===== src/rtl/alu_4b_pkg.sv =====
// Shared opcodes, sizing constants and FSM states for the 4-bit ALU issue slice.
package alu_4b_pkg;

   localparam int unsigned NREG = 8;
   localparam int unsigned W    = 4;

   localparam logic [2:0] OP_AND = 3'b000;
   localparam logic [2:0] OP_OR  = 3'b001;
   localparam logic [2:0] OP_ADD = 3'b010;
   localparam logic [2:0] OP_SUB = 3'b110;
   localparam logic [2:0] OP_SLT = 3'b111;

   typedef enum logic [1:0] {IDLE, READ, EXEC, WB} state_t;

   function automatic logic is_legal_op(input logic [2:0] op);
      return op inside {OP_AND, OP_OR, OP_ADD, OP_SUB, OP_SLT};
   endfunction

endpackage


===== src/rtl/alu_issue_4b_if.sv =====
// Instruction handshake, ALU hookup, writeback and debug signals of alu_issue_4b.
interface alu_issue_4b_if;
   import alu_4b_pkg::*;

   logic           in_valid;
   logic           in_ready;
   logic [2:0]     in_op;
   logic [2:0]     in_rd;
   logic [2:0]     in_rs;
   logic [2:0]     in_rt;
   logic           in_use_imm;
   logic [W-1:0]   in_imm;
   logic [W-1:0]   alu_a;
   logic [W-1:0]   alu_b;
   logic [2:0]     alu_op;
   logic [W-1:0]   alu_r;
   logic           wb_valid;
   logic [2:0]     wb_rd;
   logic [W-1:0]   wb_data;
   logic           illegal;
   logic [2:0]     dbg_addr;
   logic [W-1:0]   dbg_data;

   modport master (
      output in_valid, in_op, in_rd, in_rs, in_rt, in_use_imm, in_imm, alu_r, dbg_addr,
      input  in_ready, alu_a, alu_b, alu_op, wb_valid, wb_rd, wb_data, illegal, dbg_data
   );

   modport slave (
      input  in_valid, in_op, in_rd, in_rs, in_rt, in_use_imm, in_imm, alu_r, dbg_addr,
      output in_ready, alu_a, alu_b, alu_op, wb_valid, wb_rd, wb_data, illegal, dbg_data
   );

endinterface


===== src/rtl/regfile_8x4.sv =====
// Register file: two async read ports, debug read port, one sync write port, r0 fixed at zero.
module regfile_8x4 #(
   parameter int unsigned NREG = 8,
   parameter int unsigned W    = 4
) (
   input  logic         clk,
   input  logic         rst,
   input  logic [2:0]   ra1,
   output logic [W-1:0] rd1,
   input  logic [2:0]   ra2,
   output logic [W-1:0] rd2,
   input  logic [2:0]   dbg_addr,
   output logic [W-1:0] dbg_data,
   input  logic         we,
   input  logic [2:0]   wa,
   input  logic [W-1:0] wd
);
   logic [W-1:0] mem [NREG];

   always_ff @(posedge clk or posedge rst) begin
      if (rst) begin
         mem <= '{default: '0};
      end else if (we && (wa != '0)) begin
         mem[wa] <= wd;
      end
   end

   assign rd1      = (ra1 == '0)      ? '0 : mem[ra1];
   assign rd2      = (ra2 == '0)      ? '0 : mem[ra2];
   assign dbg_data = (dbg_addr == '0) ? '0 : mem[dbg_addr];

endmodule


===== src/rtl/alu_issue_4b.sv =====
// Serialised issue/writeback stage: IDLE -> READ -> EXEC -> WB around an external alu_4b.
module alu_issue_4b #(
   parameter int unsigned NREG = 8,
   parameter int unsigned W    = 4
) (
   input logic           clk,
   input logic           rst,
   alu_issue_4b_if.slave bus
);
   import alu_4b_pkg::*;

   state_t       state;
   logic [2:0]   op_q;
   logic [2:0]   rd_q;
   logic [2:0]   rs_q;
   logic [2:0]   rt_q;
   logic         use_imm_q;
   logic [W-1:0] imm_q;
   logic [W-1:0] rs_data;
   logic [W-1:0] rt_data;
   logic         wr_en;

   // wb_data doubles as the result register; the write lands on the edge leaving WB
   assign wr_en        = (state == WB) && bus.wb_valid;
   assign bus.in_ready = (state == IDLE);

   regfile_8x4 #(.NREG(NREG), .W(W)) u_rf (
      .clk      (clk),
      .rst      (rst),
      .ra1      (rs_q),
      .rd1      (rs_data),
      .ra2      (rt_q),
      .rd2      (rt_data),
      .dbg_addr (bus.dbg_addr),
      .dbg_data (bus.dbg_data),
      .we       (wr_en),
      .wa       (rd_q),
      .wd       (bus.wb_data)
   );

   always_ff @(posedge clk or posedge rst) begin
      if (rst) begin
         state        <= IDLE;
         op_q         <= '0;
         rd_q         <= '0;
         rs_q         <= '0;
         rt_q         <= '0;
         use_imm_q    <= 1'b0;
         imm_q        <= '0;
         bus.alu_a    <= '0;
         bus.alu_b    <= '0;
         bus.alu_op   <= '0;
         bus.wb_valid <= 1'b0;
         bus.illegal  <= 1'b0;
         bus.wb_rd    <= '0;
         bus.wb_data  <= '0;
      end else begin
         bus.wb_valid <= 1'b0;
         bus.illegal  <= 1'b0;
         unique case (state)
            IDLE: begin
               if (bus.in_valid) begin
                  op_q      <= bus.in_op;
                  rd_q      <= bus.in_rd;
                  rs_q      <= bus.in_rs;
                  rt_q      <= bus.in_rt;
                  use_imm_q <= bus.in_use_imm;
                  imm_q     <= bus.in_imm;
                  state     <= READ;
               end
            end
            READ: begin
               bus.alu_a  <= rs_data;
               bus.alu_b  <= use_imm_q ? imm_q : rt_data;
               bus.alu_op <= op_q;
               state      <= EXEC;
            end
            EXEC: begin
               bus.wb_rd    <= rd_q;
               bus.wb_data  <= bus.alu_r;
               bus.wb_valid <= is_legal_op(op_q);
               bus.illegal  <= !is_legal_op(op_q);
               state        <= WB;
            end
            WB: begin
               state <= IDLE;
            end
         endcase
      end
   end

endmodule


===== src/flat_wrapper.sv =====
// flat-port wrapper written by rule: the top's interface ports become plain ports
module alu_issue_4b_flat import alu_4b_pkg::*;
#(
   parameter int unsigned NREG = 8,
   parameter int unsigned W    = 4
)
  (clk, rst, bus_in_valid, bus_in_op, bus_in_rd, bus_in_rs, bus_in_rt, bus_in_use_imm, bus_in_imm, bus_alu_r, bus_dbg_addr, bus_in_ready, bus_alu_a, bus_alu_b, bus_alu_op, bus_wb_valid, bus_wb_rd, bus_wb_data, bus_illegal, bus_dbg_data);
  alu_issue_4b_if bus_i ();
  input logic clk;
  input logic rst;
  input wire logic [$bits(bus_i.in_valid)-1:0] bus_in_valid;
  input wire logic [$bits(bus_i.in_op)-1:0] bus_in_op;
  input wire logic [$bits(bus_i.in_rd)-1:0] bus_in_rd;
  input wire logic [$bits(bus_i.in_rs)-1:0] bus_in_rs;
  input wire logic [$bits(bus_i.in_rt)-1:0] bus_in_rt;
  input wire logic [$bits(bus_i.in_use_imm)-1:0] bus_in_use_imm;
  input wire logic [$bits(bus_i.in_imm)-1:0] bus_in_imm;
  input wire logic [$bits(bus_i.alu_r)-1:0] bus_alu_r;
  input wire logic [$bits(bus_i.dbg_addr)-1:0] bus_dbg_addr;
  output wire logic [$bits(bus_i.in_ready)-1:0] bus_in_ready;
  output wire logic [$bits(bus_i.alu_a)-1:0] bus_alu_a;
  output wire logic [$bits(bus_i.alu_b)-1:0] bus_alu_b;
  output wire logic [$bits(bus_i.alu_op)-1:0] bus_alu_op;
  output wire logic [$bits(bus_i.wb_valid)-1:0] bus_wb_valid;
  output wire logic [$bits(bus_i.wb_rd)-1:0] bus_wb_rd;
  output wire logic [$bits(bus_i.wb_data)-1:0] bus_wb_data;
  output wire logic [$bits(bus_i.illegal)-1:0] bus_illegal;
  output wire logic [$bits(bus_i.dbg_data)-1:0] bus_dbg_data;
  assign bus_i.in_valid = bus_in_valid;
  assign bus_i.in_op = bus_in_op;
  assign bus_i.in_rd = bus_in_rd;
  assign bus_i.in_rs = bus_in_rs;
  assign bus_i.in_rt = bus_in_rt;
  assign bus_i.in_use_imm = bus_in_use_imm;
  assign bus_i.in_imm = bus_in_imm;
  assign bus_i.alu_r = bus_alu_r;
  assign bus_i.dbg_addr = bus_dbg_addr;
  assign bus_in_ready = bus_i.in_ready;
  assign bus_alu_a = bus_i.alu_a;
  assign bus_alu_b = bus_i.alu_b;
  assign bus_alu_op = bus_i.alu_op;
  assign bus_wb_valid = bus_i.wb_valid;
  assign bus_wb_rd = bus_i.wb_rd;
  assign bus_wb_data = bus_i.wb_data;
  assign bus_illegal = bus_i.illegal;
  assign bus_dbg_data = bus_i.dbg_data;
  alu_issue_4b #(.NREG(NREG), .W(W)) u_core (.clk(clk), .rst(rst), .bus(bus_i));
endmodule

===== config.mk =====
export PLATFORM = sky130hd
export DESIGN_NAME = alu_issue_4b_flat
export DESIGN_NICKNAME = d
export VERILOG_FILES = /design/src/rtl/alu_4b_pkg.sv /design/src/rtl/alu_issue_4b_if.sv /design/src/rtl/regfile_8x4.sv /design/src/rtl/alu_issue_4b.sv /design/src/flat_wrapper.sv
export SDC_FILE = /design/constraint.sdc
export NUM_CORES = 1
export LEC_CHECK = 0
export CAP_MARGIN = 0
export CORE_UTILIZATION = 54
export CTS_CLUSTER_SIZE = 25
export DETAILED_ROUTE_END_ITERATION = 10
export PLACE_DENSITY = 0.86
export SETUP_SLACK_MARGIN = 0.15
export SYNTH_ARGS = -nofsm -noshare
export SYNTH_HDL_FRONTEND = slang
export SYNTH_HIERARCHICAL = 1
export SYNTH_SLANG_ARGS = --single-unit

===== constraint.sdc =====
create_clock -name clk -period 2.18 [get_ports clk]
set_clock_uncertainty 0.2 [all_clocks]
set_input_delay 0.436 -clock clk [delete_from_list [all_inputs] [get_ports clk]]
set_output_delay 0.436 -clock clk [all_outputs]
set_load 0.01 [all_outputs]

* Word-level counts from Yosys, hierarchy flattened
Index checks and enable logic that the tools add are counted.
** Word-level totals
- Bits in registers :: 71
- Latch bits :: 0
- Bits in writable memories :: 0
- Memory bits (read-only) :: 0
- Bits of input ports :: 27
- Output and inout port bits :: 25
- Word-level logic and storage cells :: 71
- Memories :: 0
** Operators by class
- Add/subtract/negate cells :: 0
- Multiply operators :: 0
- Divide/modulo/power cells :: 0
- Order comparisons :: 5
- Eq/ne operators :: 8
- Shifts and indexed selects :: 0
- Mux-type cells :: 20
- Bitwise logic cells :: 4
- Reduce and logical (&&, ||, !) cells :: 12
** Operator list (count)
- $mux W4 :: 11
- $bmux W4 S3 :: 3
- $bwmux W32 :: 1
- $ge A4 B4 Y1 const B :: 4
- $not A3 Y4 :: 4
- $demux W4 S3 :: 1
- $logic_not A3 Y1 :: 4
- $pmux W2 S4 :: 1
- $eq A3 B3 Y1 const B :: 2
- $reduce_bool A5 Y1 :: 1
- $eq A2 B2 Y1 const B :: 2
- $lt A4 B1 Y1 const B :: 1
- $eq A3 B1 Y1 const B :: 1
- $eq A3 B2 Y1 const B :: 1
- $logic_and A1 B1 Y1 :: 3
- $reduce_bool A3 Y1 :: 1
- $eq A2 B1 Y1 const B :: 1
- $logic_not A2 Y1 :: 1
- $mux W1 :: 2
- $mux W2 :: 1
- $ne A2 B2 Y1 const B :: 1
- $reduce_and A2 Y1 :: 1
- $logic_not A1 Y1 :: 1

* Depth between registers and ports, before layout
Gate-level depths: netlist (run 1).
- Word-level depth :: 6
- Depth in mapped cells :: 7
- Depth with buffers taken out :: 5

* Cells and area by module
The synthesis (run 1) kept the hierarchy.
** By module, submodules not included
- regfile_8x4 :: instances 1, cells an instance 149, area each 1889.3 um^2, seq. area each 700.7 um^2
- alu_issue_4b :: instances 1, cells an instance 105, area each 1604.0 um^2, seq. area each 975.9 um^2

* Worst setup path before layout (run 1)
No wires, ideal clock.
- Kind :: input port to output port
- Start :: input port bus_dbg_addr[0]
- End :: output port bus_dbg_data[0]
- Arrival :: 1.216 ns
- Data required time :: 1.544 ns
- Setup slack :: 0.328 ns
- Stages on the path :: 4
- Path buffers :: 2
- Cell sequence :: buf_6 -> buf_8 -> mux2i_1 -> a221oi_1
** Between the ends
- Longest elaborated chain between the ends :: 5
- Elaborated cells on any way between the ends :: 6
- Those cells by class :: mux: 4; bitwise: 1; reduce/logical: 1
** RTL lines
- start, declared :: RTL line flat_wrapper.sv:19 : input wire logic [$bits(bus_i.dbg_addr)-1:0] bus_dbg_addr;
- $not A3 Y4 (implied by the code) :: RTL line regfile_8x4.sv:30 : assign dbg_data = (dbg_addr == '0) ? '0 : mem[dbg_addr];
- $bmux W4 S3 :: RTL line regfile_8x4.sv:30
- $mux W4 (implied by the code) (2 in a row) :: RTL line regfile_8x4.sv:30
- $mux W4 (*) :: RTL line regfile_8x4.sv:30
- end, declared :: RTL line flat_wrapper.sv:28 : output wire logic [$bits(bus_i.dbg_data)-1:0] bus_dbg_data;
Mark *: on every way between the ends. The rest lies on a longest branch, timed or not. The select of a mux whose other input is x is not followed.

* Final worst setup path (run 1)
- Start :: register u_core/u_rf/mem[22] in the netlist's numbering
- End :: output port bus_dbg_data[2]
** Between the ends
- Longest elaborated chain between the ends :: 4
** RTL lines
- start, declared :: RTL line regfile_8x4.sv:18 : logic [W-1:0] mem [NREG];
- start signal, assigned by index :: RTL line regfile_8x4.sv:24 : mem[wa] <= wd;
- $bmux W4 S3 :: RTL line regfile_8x4.sv:30
- $mux W4 (implied by the code) (2 in a row) :: RTL line regfile_8x4.sv:30
- $mux W4 :: RTL line regfile_8x4.sv:30
Every way passes these cells. The select of a mux whose other input is x is not followed.

==> metrics.md, run 1 <==
| Metric | Value |
|---|---|
| Status | `finished clean` |
| DRC violation count after routing | `0` |
| Most common cell after layout, fill and taps aside | `dfrtp_1` |
| RSZ-0062 raised after global routing | `true` |
| Startpoint Class | `register` |
| Crit path max fanout | `2` |
| Via density | `5.85` |
| Avg Cell Area, Syn | `13.8 um2` |
| GRT Total Usage | `27.3%` |
| Syn Nets | `285` |
| Post-synth top area cell | `dfrtp_1` |
| Cell count along the critical path | `4` |
| Cell area after layout | `4580 um2` |
| CP Class | `reg2out` |
| Iteration count of the initial detailed-routing pass | `4` |
| Worst hold path type | `in2async` |
| Final HPWL DP | `6.05 mm` |
| I/O pin count | `52` |
| Yosys warns | `6` |
| Initial core utilization | `57.3%` |
| VDD IR-drop max | `0.894 mV` |
| Initial antenna violation count | `0` |
| Multi-input logic area | `1740 um2` |
| Post-CTS Hold Buffers | `0` |
| Die height | `82.4 um` |
| H-tree depth | `3` |
| DRT antenna net count | `0` |
| Final wirelength | `8.40 mm` |
| Crit-path cells | `mux2_4 -> a221oi_4 -> a221oi_2 -> buf_2` |
| CP Capture Type | `output port` |
| Critical Path AT | `1.47 ns` |
| Most frequent cells in the layout | `dfrtp_1 (64), mux2_2 (58), buf_4 (45)` |
| #FFs+latches synth | `67` |
| Fillcell total | `405` |
| Initial drt markers | `134` |
| Fin crit share | `96.8%` |
| CORE AREA | `6100 um2` |
| Area grow syn2layout | `31.1%` |
| Min Tclk post-route | `2.11 ns` |
| R2r setup slk | `0.24 ns` |
| Skew-Pair Late Insertion Delay | `0.34 ns` |
| WP data required | `1.54 ns` |
| RD Place Congestion | `0.929` |
| Endpoints failing hold | `0` |
| Layout cell share with drive strength beyond 1 | `44.4%` |
| Worst-path clk slew | `0.07 ns` |
| Worst-Margin Slew | `0.442 ns` |
| Post-DP Area | `4300 um2` |
| Die Footprint | `6790 um2` |
| Antenna diodes | `0` |
| Die Span X | `82.4 um` |
| Num CTS Buffers | `9` |
| Power Dens Cells | `1450 nW/um2` |
| P_leak | `0.00217 uW` |
| Max Freq | `0.474 GHz` |
| Worst Reg2Reg Path Length in Cells | `5` |
| MaxCap Viol Count | `0` |
| Via count | `2509` |
| WP buf/inv | `1` |
| Sequential Area | `1680 um2` |
| Largest cells by area after synthesis | `dfrtp_1 (48%), mux2_2 (19%), mux2i_1 (8.0%)` |
| Clk buf depth | `2` |
| Synth cell types | `29` |
| Vias in the first global route | `2553` |
| Slowest-stage cell, CP | `dfrtp_1` |
| Mapped Cells | `254` |
| CTS tree | `done` |
| Synthesized area | `3490 um2` |
| CTS root buffer | `clkbuf_8` |
| Max_slew headroom | `70.6%` |
| Worst stage delay on the critical path | `0.40 ns` |
| Drt wl/cell | `19.6 um` |
| IO Port Bufs | `51` |
| Sequential share of the synthesized area | `48.0%` |
| Fin util | `75.1%` |
| Largest net degree at the start of global routing | `37` |
| Grt ovf | `0` |
| First-pass GRT wire length | `13.2 mm` |
| Final Slew Violations | `0` |
| Clock tree sinks | `67` |
| Row count | `28` |
| Post-synth top area share | `48.0%` |
| Setup violators final | `0` |
| Fin nets | `381` |
| CP delay by family, top | `flip-flops` |
[layout make-up]
| type | count | area share, % |
|---|---|---|
| Clock buffer | 10 | 2.79 |
| Clock inverter | 5 | 1.72 |
| Inverter | 7 | 0.574 |
| Multi-Input combinational cell | 169 | 38.0 |
| Sequential cell | 67 | 36.7 |
| Tap cell | 75 | 2.05 |
| Timing Repair Buffer | 96 | 18.1 |
[cells in the mapped netlist]
master	n
a31oi_1	3
nand3b_1	1
buf_2	3
a21oi_2	1
inv_1	7
mux2_2	59
dfrtp_1	67
buf_8	3
nor3_4	1
mux2i_1	28
nand4_1	1
clkbuf_1	1
a221oi_1	15
a21boi_0	1
and3_1	1
a221oi_2	3
nand2b_1	2
nand2_4	1
nand4b_1	3
a21oi_1	7
and4bb_4	2
mux2_4	13
nor2b_1	6
ha_1	4
buf_6	4
nand2_1	4
nor2_1	6
a22o_1	3
and2_1	4
[cells by family (layout without fill, tap and decap cells)]
logic type,Yosys count,count (layout),synth area share [%]
and+or+nand+nor,32,32,6.27
buffers and inverters,18,118,3.87
adders and majority gates,4,4,1.43
AOI/OAI and AO/OA,33,33,7.81
DFF,67,67,48.0
muxes,100,100,32.6
[repair_timing]
action,CTS,global route
setup buffers,2,3
pin swaps,1,0
setup endpoints to repair,8,6
resized for setup,39,6
[final timing paths]
check	start	end
max	u_core/u_rf/mem[22]$_DFFE_PP0P_	bus_dbg_data[2]
min	rst	u_core/bus.wb_data[0]$_DFFE_PP0P_
max reg2reg	u_core/state[0]$_DFFE_PP0P_	u_core/u_rf/mem[20]$_DFFE_PP0P_
min reg2reg	u_core/bus.alu_op[2]$_DFFE_PP0N_	u_core/bus.alu_op[2]$_DFFE_PP0N_
max in group asynchronous	rst	u_core/u_rf/mem[17]$_DFFE_PP0P_
min in group clk	u_core/bus.alu_op[2]$_DFFE_PP0N_	u_core/bus.alu_op[2]$_DFFE_PP0N_
[through the flow]
stage | TNS (ns) | cells | setup slack [ns] | power [uW] | hold slack, ns
after detailed placement | -3.14 | 409 | -0.835 | 5400 | 0.300
after CTS | 0 | 426 | 0.0493 | 6580 | 0.108
after floorplan | 0 | 254 | 0.328 | 4180 | 0.279
final | 0 | 429 | 0.0696 | 6650 | 0.130
after global placement | -2.96 | 409 | -0.824 | 5280 | 0.294
after global routing | -0.0168 | 429 | -0.0168 | 7050 | 0.114
[metal layers]
| metal | global-route usage (%) | vias up | share of wire [%] |
|---|---|---|---|
| met4 | 8.60 | 0 | 0.95 |
| met3 | 7.03 | 11 | 6.6 |
| li1 | - | 1148 | - |
| met2 | 44.5 | 97 | 50 |
| met1 | 35.6 | 1253 | 42 |
| met5 | 0 | - | 0 |
[registers in the layout (all words and copies together) (netlist names)]
signal / flops
u_core/rd_q: 3
u_core/bus.alu_op: 3
u_core/rt_q: 3
u_core/bus.wb_rd: 3
u_core/rs_q: 3
u_core/op_q: 3
u_core/u_rf/mem: 28
u_core/state: 2
u_core/bus.alu_a: 4
u_core/imm_q: 4
u_core/bus.alu_b: 4
u_core/bus.illegal: 1
u_core/use_imm_q: 1
u_core/bus.wb_valid: 1
u_core/bus.wb_data: 4
[report_power, final]
| group | internal, uW | leakage (uW) | switching [uW] |
|---|---|---|---|
| Combinational | 1850 | 0.00122 | 1310 |
| Sequential | 1820 | 0.000842 | 577 |
| Clock | 636 | 0.000106 | 461 |
(Power assumes the default switching activity.)
==> run 2: changes to the inputs <==
--- a/config.mk
+++ b/config.mk
@@ -6,10 +6,11 @@
 export NUM_CORES = 1
 export LEC_CHECK = 0
 export CAP_MARGIN = 0
-export CORE_UTILIZATION = 54
+export CORE_UTILIZATION = 55
 export CTS_CLUSTER_SIZE = 25
 export DETAILED_ROUTE_END_ITERATION = 10
-export PLACE_DENSITY = 0.86
+export DONT_BUFFER_PORTS = 1
+export PLACE_DENSITY = 0.76
 export SETUP_SLACK_MARGIN = 0.15
 export SYNTH_ARGS = -nofsm -noshare
 export SYNTH_HDL_FRONTEND = slang
==> metrics.md, run 2 (same netlist as run 1, synthesis figures left out) <==
| Metric | Value |
|---|---|
| Status | `finished clean` |
| Iteration count of the initial detailed-routing pass | `5 (+1)` |
| Initial antenna violation count | `0 (unchanged)` |
| Max_slew headroom | `67.5% (-3.1 points)` |
| Worst hold stages | `1` |
| VDD IR-drop max | `1.05 mV (+17%)` |
| Critical Path AT | `1.54 ns (+0.07 ns)` |
| Setup violators final | `0 (unchanged)` |
| H-tree depth | `3 (unchanged)` |
| MaxCap Viol Count | `0 (unchanged)` |
| Grt ovf | `0 (unchanged)` |
| Row count | `28 (unchanged)` |
| CP Class | `reg2out` |
| Worst hold path type | `in2reg` |
| CTS root buffer | `clkbuf_8` |
| Fin crit share | `99.7% (+2.9 points)` |
| Via density | `6.32 (+8.1%)` |
| Drt wl/cell | `21.8 um (+11%)` |
| P_leak | `0.00181 uW (-17%)` |
| Die Span X | `81.7 um (-0.89%)` |
| DRC violation count after routing | `0 (unchanged)` |
| CTS tree | `done` |
| R2r setup slk | `0.25 ns (about the same)` |
| Worst-path clk slew | `0.07 ns (about the same)` |
| Final wirelength | `7.66 mm (-8.8%)` |
| Max Freq | `0.460 GHz (-2.9%)` |
| Crit path max fanout | `2 (unchanged)` |
| Max reg flops | `28 (unchanged)` |
| Placed cells | `326 (-20%)` |
| Via count | `2219 (-12%)` |
| Min Tclk post-route | `2.17 ns (+0.0635 ns)` |
| Reg-to-reg endpoint | `u_core/bus.alu_a[2]$_DFFE_PP0N_` |
| Most frequent cells in the layout | `dfrtp_1 (67), mux2_2 (58), mux2i_1 (28)` |
| Endpoints failing hold | `0 (unchanged)` |
| Largest net degree at the start of global routing | `40 (+8.1%)` |
| Layout cell share with drive strength beyond 1 | `41.7% (-2.7 points)` |
| IO Port Bufs | `0 (-100%)` |
| Fin nets | `302 (-21%)` |
| Vias in the first global route | `2219 (-13%)` |
| CORE AREA | `6030 um2 (-1.1%)` |
| First-pass GRT wire length | `11.7 mm (-12%)` |
| Die Footprint | `6670 um2 (-1.8%)` |
| Biggest register | `u_core/u_rf/mem` |
| DRT antenna net count | `0 (unchanged)` |
| Power Dens Cells | `1530 nW/um2 (+5.4%)` |
| Final Instance Count excl. Fillers | `351 (-18%)` |
| RSZ-0062 raised after global routing | `true` |
| FF-to-FF Start | `u_core/rs_q[0]$_DFFE_PP0P_` |
| Area grow syn2layout | `9.89%` |
| RD Place Congestion | `0.912 (-1.8%)` |
| Worst Hold Path EP | `u_core/rd_q[0]$_DFFE_PP0P_` |
| Most common cell after layout, fill and taps aside | `dfrtp_1` |
| Startpoint Class | `register` |
| Final TNS setup | `0 ns (unchanged)` |
| Clock tree sinks | `67 (unchanged)` |
| Hold Startpoint | `bus_in_rd[0]` |
| Worst Reg2Reg Path Length in Cells | `4 (-1)` |
| CP Capture Type | `output port` |
| Clk buf depth | `2 (unchanged)` |
| WP data required | `1.54 ns (about the same)` |
| Die height | `81.7 um (-0.89%)` |
| Initial drt markers | `167 (+25%)` |
| Final HPWL DP | `5.25 mm (-13%)` |
| Antenna diodes | `0 (unchanged)` |
| Final Slew Violations | `0 (unchanged)` |
| Num CTS Buffers | `9 (unchanged)` |
| I/O pin count | `52 (unchanged)` |
| GRT Total Usage | `24.7% (-2.6 points)` |
| Skew-Pair Late Insertion Delay | `0.35 ns (about the same)` |
| Worst-Margin Slew | `0.487 ns (+0.0460 ns)` |
| Initial core utilization | `58.0% (+0.67 points)` |
==> run 2: changes by cell type in the layout (fill, tap and decap cells not counted), sizes merged <==
cell,delta
clkinv,-1
buf,-35
clkdlybuf4s50,-43
inv,+1
bufinv,-1
dlygate4sd2,-2
clkbuf,+1
clkinvlp,+1
dlygate4sd3,+1
==> run 2: how the worst max path moves through the flow <==
stage | start | end | slack (ns) | depth (start not counted)
detailed placement | bus_dbg_addr[0] | bus_dbg_data[1] | 0.29 | 4
global route | u_core/u_rf/mem[22]$_DFFE_PP0P_ | bus_dbg_data[2] | -0.04 | 4
finish | u_core/u_rf/mem[20]$_DFFE_PP0P_ | bus_dbg_data[0] | 0.006 | 4
floorplan | bus_dbg_addr[0] | bus_dbg_data[0] | 0.33 | 4
global placement | bus_dbg_addr[0] | bus_dbg_data[1] | 0.28 | 4
CTS | u_core/u_rf/mem[20]$_DFFE_PP0P_ | bus_dbg_data[0] | 0.03 | 4
==> run 2: area by class of cell <==
cell class,count,area (um2)
inverters,7,26.3
multi-input cells,169,1710
clock inverters,5,60.1
well taps,75,93.8
fillers,452,2190
repair buffers,17,130
clock buffers,11,141
flip-flops and latches,67,1680
==> run 2: power by group <==
part / internal [uW] / leakage [uW] / switching [uW]
logic: 1270 / 0.000861 / 843
registers: 1810 / 0.000845 / 905
clock network: 564 / 0.0000999 / 484
==> run 2: metal layers <==
metal	GRT usage [%]	share of wire, %
met2	39.8	48
met3	8.11	8.2
met4	8.25	1.8
met1	31.5	42
met5	0	0
==> run 2: through the flow <==
stage          total power [uW]  instance area [um2]  setup slack [ns]  util (%)  hold WS, ns
2_1_floorplan              4180                 3490             0.328         -        0.279
3_3_place_gp               4590                 3540             0.277      58.7        0.211
3_5_place_dp               4690                 3540             0.293      58.7        0.211
4_1_cts                    5820                 3810            0.0344      63.3       0.0243
5_1_grt                    6180                 3840           -0.0436      63.7       0.0176
6_report                   5870                 3840           0.00617      63.7       0.0338
==> run 2: worst max-delay path: stages, from the launching register on <==
cell and delay (ns):
dfrtp_1 0.40, mux2_4 0.28, a221oi_2 0.29, a221oi_2 0.06, buf_4 0.16
==> run 2: what timing repair did <==
| item | 4_1_cts | 5_1_grt |
|---|---|---|
| pin swaps | 1 | 1 |
| resized for setup | 3 | 2 |
| buffers inserted | 6 | 2 |
| hold buffers | 1 | 0 |
| endpoints found under the setup margin | 3 | 3 |
| hold endpoints to repair | 67 | 0 |
